===== src/rtl/cell_scheduler.sv =====
// Cell scheduler: issues operand cells to a fixed-latency cell processor and
// returns its pixels through a credit-limited FIFO with valid/ready handshake.
module cell_scheduler #(
  parameter int CELL_DEPTH   = 72,
  parameter int OPCODE_WIDTH = 4,
  parameter int USER_WIDTH   = 8,
  parameter int PIXEL_WIDTH  = 8,
  parameter int PROC_LATENCY = 2,
  parameter int NUM_CELLS    = 4096
) (
  input  logic                    clk,
  input  logic                    rst,
  input  logic                    start,
  input  logic                    abort,
  input  logic [OPCODE_WIDTH-1:0] cfg_opcode,
  input  logic [USER_WIDTH-1:0]   cfg_user,
  input  logic                    src_valid,
  output logic                    src_ready,
  input  logic [CELL_DEPTH-1:0]   src_cellA,
  input  logic [CELL_DEPTH-1:0]   src_cellB,
  output logic [CELL_DEPTH-1:0]   proc_cellA,
  output logic [CELL_DEPTH-1:0]   proc_cellB,
  output logic [USER_WIDTH-1:0]   proc_userInput,
  output logic [OPCODE_WIDTH-1:0] proc_opcode,
  output logic                    proc_valid,
  input  logic [PIXEL_WIDTH-1:0]  proc_pixel,
  output logic                    pix_valid,
  input  logic                    pix_ready,
  output logic [PIXEL_WIDTH-1:0]  pix_data,
  output logic                    pix_last,
  output logic                    busy,
  output logic                    done
);

  localparam int FIFO_DEPTH = PROC_LATENCY + 2;
  localparam int CNT_W      = $clog2(NUM_CELLS + 1);
  localparam int PTR_W      = (FIFO_DEPTH > 1) ? $clog2(FIFO_DEPTH) : 1;
  localparam int OCC_W      = $clog2(FIFO_DEPTH + 1);
  localparam logic [PTR_W-1:0] PTR_LAST  = PTR_W'(FIFO_DEPTH - 1);
  localparam logic [CNT_W-1:0] LAST_CELL = CNT_W'(NUM_CELLS - 1);

  typedef enum logic [1:0] {IDLE, RUN, DRAIN, DONE} stateT;

  stateT                   stateQ;
  logic [CNT_W-1:0]        issued;
  logic [CNT_W-1:0]        accepted;
  logic [OCC_W-1:0]        inFlight;
  logic [OCC_W-1:0]        fifoCount;
  logic [PTR_W-1:0]        wrPtr;
  logic [PTR_W-1:0]        rdPtr;
  logic [PROC_LATENCY-1:0] validSr;
  logic [PIXEL_WIDTH-1:0]  mem [FIFO_DEPTH];

  logic xfer;
  logic push;
  logic pop;

  // Credit counts every cell between issue and FIFO write, so the FIFO can never overflow.
  always_comb begin
    src_ready = (stateQ == RUN) && (issued < CNT_W'(NUM_CELLS)) &&
                (({1'b0, inFlight} + {1'b0, fifoCount}) < (OCC_W + 1)'(FIFO_DEPTH));
    pix_valid = (fifoCount != '0);
    pix_data  = pix_valid ? mem[rdPtr] : '0;
    pix_last  = pix_valid && (accepted == LAST_CELL);
    xfer      = src_valid && src_ready;
    push      = validSr[PROC_LATENCY-1];
    pop       = pix_valid && pix_ready;
  end

  always_ff @(posedge clk) begin
    if (push) mem[wrPtr] <= proc_pixel;
  end

  always_ff @(posedge clk or negedge rst) begin
    if (!rst) begin
      stateQ         <= IDLE;
      busy           <= 1'b0;
      done           <= 1'b0;
      proc_cellA     <= '0;
      proc_cellB     <= '0;
      proc_userInput <= '0;
      proc_opcode    <= '0;
      proc_valid     <= 1'b0;
      validSr        <= '0;
      issued         <= '0;
      accepted       <= '0;
      inFlight       <= '0;
      fifoCount      <= '0;
      wrPtr          <= '0;
      rdPtr          <= '0;
    end else if (abort && (stateQ != DONE)) begin
      stateQ     <= IDLE;
      busy       <= 1'b0;
      done       <= 1'b0;
      proc_valid <= 1'b0;
      validSr    <= '0;
      issued     <= '0;
      accepted   <= '0;
      inFlight   <= '0;
      fifoCount  <= '0;
      wrPtr      <= '0;
      rdPtr      <= '0;
    end else begin
      proc_valid <= xfer;
      if (xfer) begin
        proc_cellA <= src_cellA;
        proc_cellB <= src_cellB;
        issued     <= issued + CNT_W'(1);
      end

      validSr[0] <= proc_valid;
      for (int unsigned i = 1; i < PROC_LATENCY; i++) validSr[i] <= validSr[i-1];

      if (push) wrPtr <= (wrPtr == PTR_LAST) ? '0 : wrPtr + PTR_W'(1);
      if (pop) begin
        rdPtr    <= (rdPtr == PTR_LAST) ? '0 : rdPtr + PTR_W'(1);
        accepted <= accepted + CNT_W'(1);
      end

      case ({push, pop})
        2'b10:   fifoCount <= fifoCount + OCC_W'(1);
        2'b01:   fifoCount <= fifoCount - OCC_W'(1);
        default: fifoCount <= fifoCount;
      endcase

      case ({xfer, push})
        2'b10:   inFlight <= inFlight + OCC_W'(1);
        2'b01:   inFlight <= inFlight - OCC_W'(1);
        default: inFlight <= inFlight;
      endcase

      case (stateQ)
        IDLE: begin
          if (start) begin
            proc_opcode    <= cfg_opcode;
            proc_userInput <= cfg_user;
            issued         <= '0;
            accepted       <= '0;
            stateQ         <= RUN;
            busy           <= 1'b1;
          end
        end
        RUN: begin
          if (xfer && (issued == LAST_CELL)) stateQ <= DRAIN;
        end
        DRAIN: begin
          if (pop && (accepted == LAST_CELL)) begin
            stateQ <= DONE;
            busy   <= 1'b0;
            done   <= 1'b1;
          end
        end
        DONE: begin
          stateQ <= IDLE;
          done   <= 1'b0;
        end
        default: stateQ <= IDLE;
      endcase
    end
  end

endmodule


===== config.mk =====
export PLATFORM = sky130hd
export DESIGN_NAME = cell_scheduler
export DESIGN_NICKNAME = d
export VERILOG_FILES = /design/src/rtl/cell_scheduler.sv
export SDC_FILE = /design/constraint.sdc
export NUM_CORES = 1
export LEC_CHECK = 0
export ABC_AREA = 0
export CORE_MARGIN = 2
export CORE_UTILIZATION = 45
export CTS_CLUSTER_SIZE = 8
export DETAILED_ROUTE_END_ITERATION = 8
export PLACE_DENSITY_LB_ADDON = 0.1
export SKIP_CTS_REPAIR_TIMING = 1
export SLEW_MARGIN = 10
export SYNTH_ARGS = -nofsm -noshare
export SYNTH_HDL_FRONTEND = slang
export SYNTH_SLANG_ARGS = --single-unit

===== constraint.sdc =====
create_clock -name clk -period 2.75 [get_ports clk]
set_clock_uncertainty 0.2 [all_clocks]
set_input_delay 0.55 -clock clk [delete_from_list [all_inputs] [get_ports clk]]
set_output_delay 0.55 -clock clk [all_outputs]
set_load 0.02 [all_outputs]

==> results of run 1 <==
-- worst max-delay path, delay by kind of cell (launching register included) --
kind | cells | cell delay (ns)
flops | 1 | 0.37
buf+inv | 2 | 0.36
simple gates | 1 | 0.17
mux | 1 | 0.50
-- placed cells by master, fill, tap and decap left out, types with 2 or more instances in the layout --
cell,instances
o21ai_0,4
nor2_1,36
nand3_1,13
or3_1,4
mux2i_1,6
dlymetal6s2s_1,10
and4_1,3
edfxtp_1,32
nand2_1,20
mux2_2,107
buf_4,18
nor2b_1,4
clkbuf_1,7
ha_1,13
a21oi_1,9
buf_12,9
mux2_4,49
nor3_1,6
dfrtp_1,199
fa_1,2
and2_1,15
mux4_2,8
xor2_1,20
clkbuf_16,35
clkdlybuf4s50_1,328
inv_1,9
xnor2_1,6
nor3b_2,2
nand4_1,8
and3_1,5
-- routing by layer --
| layer | part of all wire, % | GRT usage, % | routed length, um | vias to the layer above |
|---|---|---|---|---|
| li1 | - | - | - | 2935 |
| met1 | 37 | 25.2 | 8980 | 3139 |
| met2 | 52 | 36.7 | 12600 | 206 |
| met3 | 8.3 | 8.23 | 2030 | 49 |
| met4 | 3.0 | 8.35 | 740 | 0 |
| met5 | 0 | 0 | 0 | - |
-- area by class of cell --
class | count | area share (%)
Inverter | 10 | 0.261
Multi-Input combinational cell | 355 | 23.7
Antenna cell | 1 | 0.0174
Sequential cell | 231 | 41.3
Tap cell | 275 | 2.39
Clock buffer | 42 | 6.27
Clock inverter | 1 | 0.0609
Timing Repair Buffer | 367 | 26.0
-- state kept, by name, indices dropped and copies added, names as in the netlist, 2 cells and up --
name and count:
proc_opcode 4, proc_cellB 72, fifoCount 3, accepted 13, proc_cellA 72, mem 32, wrPtr 2, rdPtr 2
proc_userInput 8, validSr 2, issued 13, stateQ 2, inFlight 3
-- worst paths after layout --
check                           slack (ns)  cells after the start        endpoint         start
worst max-delay path                  0.12                      4     pix_data[1]      rdPtr[0]
worst min-delay path                  0.29                      1      validSr[0]    proc_valid
worst max register to register        0.20                      7  proc_cellB[10]  fifoCount[2]
worst min register to register        0.29                      1      validSr[0]    proc_valid
max in group asynchronous             1.24                      3  proc_cellA[55]           rst
min in group asynchronous             0.40                      2   proc_cellB[6]           rst
-- stage by stage --
stage	cells	instance area (um2)	power, mW	TNS [ns]
2_1_floorplan	623	9590	9.10	0
3_3_place_gp	1237	13400	12.6	0
3_5_place_dp	1237	13400	12.7	0
4_1_cts	1280	14300	16.5	-3.32
5_1_grt	1282	14400	17.0	0
6_report	1282	14400	16.3	0
-- power groups by stage --
stage / Clock [mW] / Sequential (mW) / Combinational, mW
global placement: 0 / 5.39 / 7.21
finish: 3.64 / 5.40 / 7.22
floorplan: 0 / 6.83 / 2.27
CTS: 3.75 / 5.41 / 7.31
detailed placement: 0 / 5.42 / 7.28
global route: 3.88 / 5.57 / 7.60
-- logic make-up after synthesis --
family,after synthesis,synth area share [%]
adders and majority gates,15,2.11
AOI/OAI and AO/OA,23,1.76
and+or+nand+nor,121,6.44
buffers and inverters,37,2.64
DFF,231,61.9
xor gates and xnor gates,26,2.37
muxes,170,22.7
==> flow_metrics.env, run 1 <==
export IMPL_multiInputGateArea_mm2=0.00341
export IMPL_die_area_mm2=0.0225
export IMPL_drt_iter0_markers=195
export IMPL_synthCells=623
export IMPL_start_util_pct=45.8
export IMPL_dr_pass1_iters=4
export IMPL_synth_seq_area_share_pct=61.9
export IMPL_clockBufferDepth=3
export IMPL_arrival_ns=1.88
export IMPL_crit_path_max_fanout=11
export IMPL_max_vdd_ir_drop_uv=758
export IMPL_cap_viol_max_count=0
export IMPL_port_buffers=339
export IMPL_post_synth_top_area_cell="dfrtp_1"
export IMPL_cts_root_buf="clkbuf_16"
export IMPL_rows=53
export IMPL_relSlewSlack_pct=61.6
export IMPL_gp_congestion=0.763
export IMPL_synthTopCellsByArea="dfrtp_1, mux2_2, edfxtp_1"
export IMPL_cts_tree="done"
export IMPL_cp_end_kind="output port"
export IMPL_path_cells="buf_12, mux4_2, and2_1, dlymetal6s2s_1"
export IMPL_yosysMostFrequentCell="dfrtp_1"
export IMPL_grt_pass1_vias=6900
export IMPL_p_clk_share_pct=22.4
export IMPL_worst_slew_pin_slew_ns=0.573
export IMPL_fin_nets=1184
export IMPL_avgSynthCellArea_um2=15.4
export IMPL_core_area_mm2=0.0210
export IMPL_die_y_um=150
export IMPL_period_share_pct=95.8
export IMPL_post_dp_hpwl_um=17800
export IMPL_hold_path_class="reg2reg"
export IMPL_clk_latency_ns=0.48
export IMPL_detail_route_antenna_nets=0
export IMPL_vias_per_cell=4.94
export IMPL_intPower_mw=10.9
export IMPL_netlist_area_leader_share_pct=51.9
export IMPL_grt_overflow_total=0
export IMPL_seq_power_share_pct=33.2
export IMPL_seq_area_mm2=0.00594
export IMPL_grt_usage_pct=21.8
export IMPL_cts_clk_slew_worst_paths_ns=0.05
export IMPL_hold_viol_final=0
export IMPL_grt_pass1_wl_um=37400
export IMPL_final_util_pct=68.7
export IMPL_slowest_stage="mux4_2"
export IMPL_synthesis_area_mm2=0.00959
export IMPL_die_w_um=150
export IMPL_fin_crit_ns=2.63
export IMPL_p_comb_share_pct=44.4
export IMPL_pwr_density_cell_mw_per_mm2=1130
export IMPL_required_ns=2.00
export IMPL_syn_nets=808
export IMPL_synth_edf_count=32
export IMPL_yosys_top_cells_count="dfrtp_1, mux2_2, mux2_4, nor2_1, edfxtp_1"
export IMPL_numCtsBuffers=34
export IMPL_ys_async_sr_fraction_pct=86.1
export IMPL_whs_ns=0.292
export IMPL_grt_max_degree=68
export IMPL_synth_top_flop_cell="dfrtp_1"
export IMPL_pin_count=340
export IMPL_fmax_mhz=380
export IMPL_antenna_found_initial=1
export IMPL_rsz0062_at_grt="no"
export IMPL_wirelength_um=24400
export IMPL_area_growth_pct=50.1
export IMPL_wire_per_inst_um=19.0
export IMPL_drc=0
export IMPL_power_leakage_nw=6.17
export IMPL_via_count=6329
export IMPL_drive_above_1_share_pct=23.7
export IMPL_clock_sinks=231
export IMPL_dp_worst_setup_slack_ns=0.0150
export IMPL_finalSetupViolCount=0
export IMPL_ctsHtreeMaxLevel=2
export IMPL_yosys_warnings=0
export IMPL_final_fill_count=1544
export IMPL_cp_start_kind="register"
export IMPL_netSwitchingFraction_pct=33.1
export IMPL_p_switching_mw=5.38
export IMPL_worst_path_largest_cell_delay_ns=0.50
export IMPL_outcome="complete, no violations"
export IMPL_critPathKind="reg2out"
export IMPL_drv_slew=0
export IMPL_ys_seq_elements=231
export IMPL_synth_distinct_cells=43
export IMPL_finalWorstSetupSlack_ns=0.115
(Power assumes the default switching activity.)
==> inputs of run 2 (changes only) <==
GPL_TIMING_DRIVEN = 1   (was not set)
==> results of run 2 <==
Same layout as run 1: the final DEF is identical, and so are final timing and power.
